===== src/rtl/alu_mc_if.sv =====
// Handshake/result bundle for alu_mc. Optional result_hi port appears when ALU_MC_HI_EN is defined.
interface alu_mc_if #(
  parameter int unsigned WIDTH = 32
);
  logic             in_valid;
  logic             in_ready;
  logic [WIDTH-1:0] a;
  logic [WIDTH-1:0] b;
  logic [3:0]       alu_op;
  logic             out_valid;
  logic             out_ready;
  logic [WIDTH-1:0] result;
  logic             zero;
  logic             busy;
`ifdef ALU_MC_HI_EN
  logic [WIDTH-1:0] result_hi;
`endif

  modport master (
    output in_valid, a, b, alu_op, out_ready,
    input  in_ready, out_valid, result, zero, busy
`ifdef ALU_MC_HI_EN
    , input result_hi
`endif
  );

  modport slave (
    input  in_valid, a, b, alu_op, out_ready,
    output in_ready, out_valid, result, zero, busy
`ifdef ALU_MC_HI_EN
    , output result_hi
`endif
  );
endinterface


===== src/rtl/alu_mc.sv =====
// Multi-cycle ALU: single-cycle ops in one clock, shift-add MUL and restoring DIVU over WIDTH clocks.
// Define ALU_MC_HI_EN to build the upper-product/remainder register and the result_hi port.
module alu_mc #(
  parameter int unsigned WIDTH = 32
) (
  input logic   clk,
  input logic   rst,
  alu_mc_if.slave bus
);
  localparam int unsigned SHW = $clog2(WIDTH);
`ifdef ALU_MC_HI_EN
  localparam int unsigned PW = 2 * WIDTH;
`else
  localparam int unsigned PW = WIDTH;
`endif

  typedef enum logic [1:0] {S_IDLE, S_MUL, S_DIV, S_DONE} state_t;

  typedef enum logic [3:0] {
    OP_ADD  = 4'b0000, OP_SUB  = 4'b0001, OP_MUL  = 4'b0010, OP_DIVU = 4'b0011,
    OP_AND  = 4'b0100, OP_OR   = 4'b0101, OP_XOR  = 4'b0110, OP_SLL  = 4'b0111,
    OP_SRL  = 4'b1000, OP_EQ   = 4'b1001, OP_LTU  = 4'b1010, OP_GEU  = 4'b1011,
    OP_JALR = 4'b1100, OP_SRA  = 4'b1101, OP_LT   = 4'b1110, OP_GE   = 4'b1111
  } alu_op_t;

  state_t           r_state;
  state_t           w_state_nxt;
  logic [SHW-1:0]   r_cnt;
  // r_x: multiplier (shifts right) or dividend/quotient (shifts left)
  // r_y: multiplicand (shifts left) or divisor; r_acc: product or remainder
  logic [WIDTH-1:0] r_x;
  logic [PW-1:0]    r_y;
  logic [PW-1:0]    r_acc;
  logic [WIDTH-1:0] r_result;
  logic             r_zero;
`ifdef ALU_MC_HI_EN
  logic [WIDTH-1:0] r_hi;
`endif

  alu_op_t          w_op;
  logic             w_accept;
  logic             w_last;
  logic [SHW-1:0]   w_shamt;
  logic [WIDTH-1:0] w_alu;
  logic [PW-1:0]    w_mul_acc;
  logic [WIDTH:0]   w_trial;
  logic [WIDTH:0]   w_divisor;
  logic             w_ge;
  logic [WIDTH-1:0] w_rem;
  logic [WIDTH-1:0] w_quo;

  assign w_op     = alu_op_t'(bus.alu_op);
  assign w_shamt  = bus.b[SHW-1:0];
  assign bus.in_ready = (r_state == S_IDLE) || ((r_state == S_DONE) && bus.out_ready);
  assign w_accept = bus.in_valid && bus.in_ready;
  assign w_last   = (r_cnt == SHW'(WIDTH - 1));

  always_comb begin
    w_alu = '0;
    case (w_op)
      OP_ADD:  w_alu = bus.a + bus.b;
      OP_SUB:  w_alu = bus.a - bus.b;
      OP_AND:  w_alu = bus.a & bus.b;
      OP_OR:   w_alu = bus.a | bus.b;
      OP_XOR:  w_alu = bus.a ^ bus.b;
      OP_SLL:  w_alu = bus.a << w_shamt;
      OP_SRL:  w_alu = bus.a >> w_shamt;
      OP_EQ:   w_alu = {{(WIDTH-1){1'b0}}, bus.a == bus.b};
      OP_LTU:  w_alu = {{(WIDTH-1){1'b0}}, bus.a < bus.b};
      OP_GEU:  w_alu = {{(WIDTH-1){1'b0}}, bus.a >= bus.b};
      OP_JALR: w_alu = (bus.a + bus.b) & ~WIDTH'(1);
      OP_SRA:  w_alu = WIDTH'($signed(bus.a) >>> w_shamt);
      OP_LT:   w_alu = {{(WIDTH-1){1'b0}}, $signed(bus.a) < $signed(bus.b)};
      OP_GE:   w_alu = {{(WIDTH-1){1'b0}}, $signed(bus.a) >= $signed(bus.b)};
      default: w_alu = '0;
    endcase
  end

  // One multiply step: add the shifted multiplicand when the current multiplier bit is set.
  // One divide step: bring in the next dividend bit, subtract the divisor if it fits.
  always_comb begin
    w_mul_acc = r_acc + (r_x[0] ? r_y : '0);
    w_trial   = {r_acc[WIDTH-1:0], r_x[WIDTH-1]};
    w_divisor = {1'b0, r_y[WIDTH-1:0]};
    w_ge      = (w_trial >= w_divisor);
    w_rem     = w_ge ? WIDTH'(w_trial - w_divisor) : w_trial[WIDTH-1:0];
    w_quo     = {r_x[WIDTH-2:0], w_ge};
  end

  always_comb begin
    w_state_nxt = r_state;
    case (r_state)
      S_IDLE: begin
        if (w_accept) begin
          if (w_op == OP_MUL)       w_state_nxt = S_MUL;
          else if (w_op == OP_DIVU) w_state_nxt = S_DIV;
          else                      w_state_nxt = S_DONE;
        end
      end
      S_MUL, S_DIV: begin
        if (w_last) w_state_nxt = S_DONE;
      end
      S_DONE: begin
        if (w_accept) begin
          if (w_op == OP_MUL)       w_state_nxt = S_MUL;
          else if (w_op == OP_DIVU) w_state_nxt = S_DIV;
          else                      w_state_nxt = S_DONE;
        end else if (bus.out_ready) begin
          w_state_nxt = S_IDLE;
        end
      end
      default: w_state_nxt = S_IDLE;
    endcase
  end

  always_ff @(posedge clk) begin
    if (rst) begin
      r_state  <= S_IDLE;
      r_cnt    <= '0;
      r_x      <= '0;
      r_y      <= '0;
      r_acc    <= '0;
      r_result <= '0;
      r_zero   <= 1'b1;
`ifdef ALU_MC_HI_EN
      r_hi     <= '0;
`endif
    end else begin
      r_state <= w_state_nxt;
      if (w_accept) begin
        r_cnt <= '0;
        r_acc <= '0;
        r_x   <= (w_op == OP_MUL) ? bus.b : bus.a;
        r_y   <= PW'((w_op == OP_MUL) ? bus.a : bus.b);
        if ((w_op != OP_MUL) && (w_op != OP_DIVU)) begin
          r_result <= w_alu;
          r_zero   <= (w_alu == '0);
`ifdef ALU_MC_HI_EN
          r_hi     <= '0;
`endif
        end
      end else if (r_state == S_MUL) begin
        r_acc <= w_mul_acc;
        r_x   <= r_x >> 1;
        r_y   <= r_y << 1;
        r_cnt <= w_last ? '0 : r_cnt + SHW'(1);
        if (w_last) begin
          r_result <= w_mul_acc[WIDTH-1:0];
          r_zero   <= (w_mul_acc[WIDTH-1:0] == '0);
`ifdef ALU_MC_HI_EN
          r_hi     <= w_mul_acc[PW-1:WIDTH];
`endif
        end
      end else if (r_state == S_DIV) begin
        r_acc <= PW'(w_rem);
        r_x   <= w_quo;
        r_cnt <= w_last ? '0 : r_cnt + SHW'(1);
        if (w_last) begin
          r_result <= w_quo;
          r_zero   <= (w_quo == '0);
`ifdef ALU_MC_HI_EN
          r_hi     <= w_rem;
`endif
        end
      end
    end
  end

  assign bus.out_valid = (r_state == S_DONE);
  assign bus.busy      = (r_state == S_MUL) || (r_state == S_DIV);
  assign bus.result    = r_result;
  assign bus.zero      = r_zero;
`ifdef ALU_MC_HI_EN
  assign bus.result_hi = r_hi;
`endif
endmodule


===== src/flat_wrapper.sv =====
// flat-port wrapper written by rule: the top's interface ports become plain ports
module alu_mc_flat 
#(
  parameter int unsigned WIDTH = 32
)
  (clk, rst, bus_in_valid, bus_a, bus_b, bus_alu_op, bus_out_ready, bus_in_ready, bus_out_valid, bus_result, bus_zero, bus_busy);
  alu_mc_if #(.WIDTH(WIDTH)) bus_i ();
  input logic clk;
  input logic rst;
  input wire logic [$bits(bus_i.in_valid)-1:0] bus_in_valid;
  input wire logic [$bits(bus_i.a)-1:0] bus_a;
  input wire logic [$bits(bus_i.b)-1:0] bus_b;
  input wire logic [$bits(bus_i.alu_op)-1:0] bus_alu_op;
  input wire logic [$bits(bus_i.out_ready)-1:0] bus_out_ready;
  output wire logic [$bits(bus_i.in_ready)-1:0] bus_in_ready;
  output wire logic [$bits(bus_i.out_valid)-1:0] bus_out_valid;
  output wire logic [$bits(bus_i.result)-1:0] bus_result;
  output wire logic [$bits(bus_i.zero)-1:0] bus_zero;
  output wire logic [$bits(bus_i.busy)-1:0] bus_busy;
  assign bus_i.in_valid = bus_in_valid;
  assign bus_i.a = bus_a;
  assign bus_i.b = bus_b;
  assign bus_i.alu_op = bus_alu_op;
  assign bus_i.out_ready = bus_out_ready;
  assign bus_in_ready = bus_i.in_ready;
  assign bus_out_valid = bus_i.out_valid;
  assign bus_result = bus_i.result;
  assign bus_zero = bus_i.zero;
  assign bus_busy = bus_i.busy;
  alu_mc #(.WIDTH(WIDTH)) u_core (.clk(clk), .rst(rst), .bus(bus_i));
endmodule

===== config.mk =====
export PLATFORM = sky130hd
export DESIGN_NAME = alu_mc_flat
export DESIGN_NICKNAME = d
export VERILOG_FILES = /design/src/rtl/alu_mc_if.sv /design/src/rtl/alu_mc.sv /design/src/flat_wrapper.sv
export SDC_FILE = /design/constraint.sdc
export NUM_CORES = 1
export LEC_CHECK = 0
export ABC_AREA = 0
export BUFFER_PORTS_ARGS = -buffer_cell sky130_fd_sc_hd__buf_4
export CORE_MARGIN = 2
export CORE_UTILIZATION = 28
export CTS_BUF_LIST = sky130_fd_sc_hd__clkbuf_8
export CTS_CLUSTER_SIZE = 14
export DETAILED_ROUTE_END_ITERATION = 7
export PLACE_DENSITY = 0.45
export SYNTH_ARGS = -nofsm -noshare
export SYNTH_HDL_FRONTEND = slang
export SYNTH_SLANG_ARGS = --single-unit

===== constraint.sdc =====
create_clock -name clk -period 12.7 [get_ports clk]
set_input_delay 1.27 -clock clk [delete_from_list [all_inputs] [get_ports clk]]
set_output_delay 1.27 -clock clk [all_outputs]
set_load 0.03 [all_outputs]

==> summary.log <==
qor: worst_setup_path.worstPathArrival 6510 ps
qor: synth.synth.cells.most_frequent 297 x nor2_1, 252 x nand2_1, 232 x a21oi_1
qor: clock_tree.tritoncts_num_sinks 136
qor: timing.setup_viol 0
qor: finish.drive_gt1_share 11.3%
qor: place.hpwlAfterDp 85,800 microns
qor: route.drt_pre_antenna_iters 6
qor: finish.fill_cells 8,062
qor: floorplan.pin_count 108
qor: worst_setup_path.worst_path_largest_cell_delay 650 ps
qor: timing.timing_max_transition_violations_final 0
qor: flow_run.maxCapViolCount 0
qor: place.gp_routability_congestion 0.999
qor: grt.globalRouteTotalUtil 27.6%
qor: synth.synth.lib_cells_used.distinct 108
qor: worst_setup_path.timing.reg2reg.setup_slack 7530 ps
qor: floorplan.core_area 74,400 sq um
qor: synth.synth-seq-area-share 12.9%
qor: clock_tree.cts.reportedPaths.clkPinSlew 90 ps
qor: grt.global_route_wire_length_before_repair 160,000 microns
qor: worst_setup_path.path_cells buf_4 > clkinv_1 > ha_1 > nor3_1 > o31a_1 > o31a_1 > o31ai_1 > a211oi_1 > o31ai_1 > nor4_1 > o41ai_1 > nand3_1 > nor4_1 > a211o_1
qor: grt.initial_antenna_violation_count 6
qor: power_and_ir_drop.vdd_ir_drop_max 0.000219 V
qor: synth.synth.ff_latch_count 136
qor: route.routedWlPerCell 28.6 microns
qor: clock_tree.max-clock-path-buffers 2
qor: route.drt_drc_violations_left 0
qor: timing.worst-slew-pin-transition 1130 ps
qor: power_and_ir_drop.p_leak 8.90 nW
qor: worst_setup_path.critPathLaunchType input pin
qor: synth.async_flop_share 0%
qor: timing.min_period 6070 ps
qor: synth.synth.net_count 3,176
qor: worst_setup_path.critical_path_cell_with_the_highest_stage_delay o41ai_1
qor: clock_tree.cts_tree built
qor: synth.yosysMostFrequentCell nor2_1
qor: worst_setup_path.critPathKind in -> reg
qor: synth.yosys.area.top_type_share 12.9%
qor: timing.grt_setup_unrepaired false
qor: timing.timing_hold_violations_final 0
qor: timing.post-route-period-util 47.8%
qor: grt.first_global_vias 22,900
qor: worst_setup_path.reg2regPathDepth 15
qor: worst_setup_path.required 13,140 ps
qor: synth.synth_enable_flop_cells 0
qor: grt.grt.overflow.total 0
qor: synth.yosysWarnings 0
qor: floorplan.die-height 278 microns
qor: synth.syn-cell-area 21,100 sq um
qor: floorplan.floorplan.initialDensity 28.3%
qor: worst_setup_path.critPathMaxFanout 67
qor: timing.max-slew-margin-rel 23.7%
qor: run_status.status finished clean
qor: route.antenna_left 0
qor: timing.achievable-frequency 0.165 GHz
qor: route.total_via_count_after_detailed_routing 23,800
qor: clock_tree.ctsRootBufferMaster clkbuf_8
qor: synth.synth_cells 2,934
qor: timing.clock_skew 15.9 ps
qor: clock_tree.insertion_delay 490 ps
qor: route.wirelength 110,000 microns
qor: worst_setup_path.regToRegStartpoint u_core.r_x[0]
qor: clock_tree.cts_resized 0
qor: place.dpl-instance-area 22,400 sq um
qor: worst_setup_path.worstReg2RegEnd u_core.r_acc[28]
qor: finish.final_area 22,900 sq um
qor: clock_tree.htreeDepth 4
qor: floorplan.placementRows 100
qor: timing.finalSetupTns 0 ps
qor: synth.synthFlopType dfxtp_1
qor: clock_tree.cts.repair_timing.setup_buffer_count 0
qor: grt.grt_max_degree 84
qor: synth.synth_area_leaders dfxtp_1 13%, ha_1 9.9%, a211oi_1 6.9%
qor: place.io_buffer_count 107
qor: worst_hold_path.hold_depth 2
qor: route.post_drt_via_cell_ratio 6.19
qor: finish.finish.net_count 3,102
qor: worst_hold_path.hold_end u_core.bus.result[14]
qor: route.dr.first_iter.drc_count 2,435
qor: floorplan.dieWidth 278 microns
qor: finish.syn2layout_area_growth 8.41%
qor: worst_setup_path.worst_setup_path_end_kind flip-flop
qor: worst_hold_path.path_class_of_the_lowest_slack_min_delay_path reg -> reg
qor: clock_tree.cts_buffers 17
qor: synth.avgSynthCellArea 7.19 sq um
qor: worst_hold_path.holdCritStartpoint u_core.bus.result[14]
qor: synth.netlist.top_cell.by_area dfxtp_1
qor: clock_tree.cts_hold_repair.buffers 0
qor: floorplan.die_area 77,500 sq um
qor: power_and_ir_drop.p_per_area 176 nW/um^2
[area by class of cell]
| type | instances | area (sq um) | area share [%] |
|---|---|---|---|
| inverters | 151 | 567 | 2.48 |
| repair buffers | 147 | 1100 | 4.83 |
| clock buffers | 17 | 234 | 1.02 |
| well taps | 969 | 1210 | 5.30 |
| multi-input cells | 2407 | 16800 | 73.7 |
| flip-flops and latches | 136 | 2720 | 11.9 |
| diodes | 1 | 2.50 | 0.0109 |
| clock inverters | 14 | 175 | 0.766 |
[cells in the final DEF (no fill, tap or decap), types with 11 or more instances in the layout]
cell type and n:
nor2_1 297, nand2_1 251, a21oi_1 230, a211oi_1 195
ha_1 164, o21ai_0 156, buf_4 147, inv_1 146
dfxtp_1 136, mux2i_1 114, nor3_1 69, o211ai_1 67
nand3_1 47, and2_1 46, a21o_1 43, o22ai_1 41
mux4_2 40, mux2_2 39, nor2b_1 37, xnor2_1 36
nor4_1 34, nand2b_1 31, xor2_1 31, nand4_1 28
o31ai_1 25, a31oi_1 23, o21a_1 21, a221oi_1 20
clkbuf_8 17, o21bai_1 16, a2111oi_0 15, or3_1 14
a22oi_1 14, o2111ai_1 13, and3_1 12, or2_2 12
o21ai_1 12, a211o_1 12, o221ai_1 12, a311oi_1 11
[layer usage]
| metal | share of wire (%) | track usage [%] | up-vias |
|---|---|---|---|
| li1 | - | - | 10800 |
| met2 | 45 | 44.6 | 1116 |
| met5 | 0.011 | 0 | - |
| met4 | 4.0 | 10.9 | 2 |
| met1 | 45 | 38.1 | 11700 |
| met3 | 5.7 | 1.81 | 187 |
[sequential cells by signal (all words and copies together) (netlist names)]
name and cells:
u_core.r_acc 32, u_core.r_x 32, u_core.bus.zero 1, u_core.r_cnt 5, u_core.bus.result 32, u_core.r_y 32
u_core.r_state 2
[logic make-up (layout without fill, tap and decap cells)]
logic type                 after synthesis  after routing  synth area share (%)
AOI/OAI and AO/OA                     1035           1035                  33.3
xor gates and xnor gates                67             67                  2.78
adders and majority gates              170            170                  10.2
buffers and inverters                  391            329                  7.54
DFF                                    136            136                  12.9
muxes                                  195            195                  11.9
other                                    0              1                     0
and+or+nand+nor                        940            940                  21.3
[stage by stage]
step / instances / util, % / hold WS (ps) / worst slack [ps] / total power, W
finish: 3842 / 30.7 / 467 / 6630 / 0.00402
global route: 3842 / 30.7 / 503 / 6360 / 0.00433
CTS: 3841 / 30.7 / 469 / 6830 / 0.00400
detailed placement: 3810 / 30.1 / 458 / 6360 / 0.00358
global placement: 3810 / 30.1 / 452 / 6450 / 0.00358
floorplan: 2934 / - / 467 / 7530 / 0.00266
[critical path: cells and delay by family]
family,cells,cell delay (ps)
AOI/OAI and AO/OA,7,2890
adders and majority gates,1,470
buffers and inverters,2,1000
and+or+nand+nor,4,820
[worst max path at each step]
stage	start	depth (start not counted)	slack, ps	end
2_1_floorplan	bus_b[2]	18	7530	u_core.bus.zero
3_3_place_gp	bus_b[1]	14	6450	u_core.bus.zero
3_5_place_dp	bus_b[1]	14	6360	u_core.bus.zero
4_1_cts	bus_b[1]	14	6830	u_core.bus.zero
5_1_grt	bus_b[1]	14	6360	u_core.bus.zero
6_report	bus_b[1]	14	6630	u_core.bus.zero
[where the power goes]
group          internal, W  switching, W  total [W]  leakage (nW)
sequential        0.000564      0.000186   0.000750          1.12
combinational      0.00101       0.00186    0.00287          7.59
clock             0.000194      0.000204   0.000398         0.193
total              0.00177       0.00225    0.00402          8.90
(Power assumes the default switching activity.)
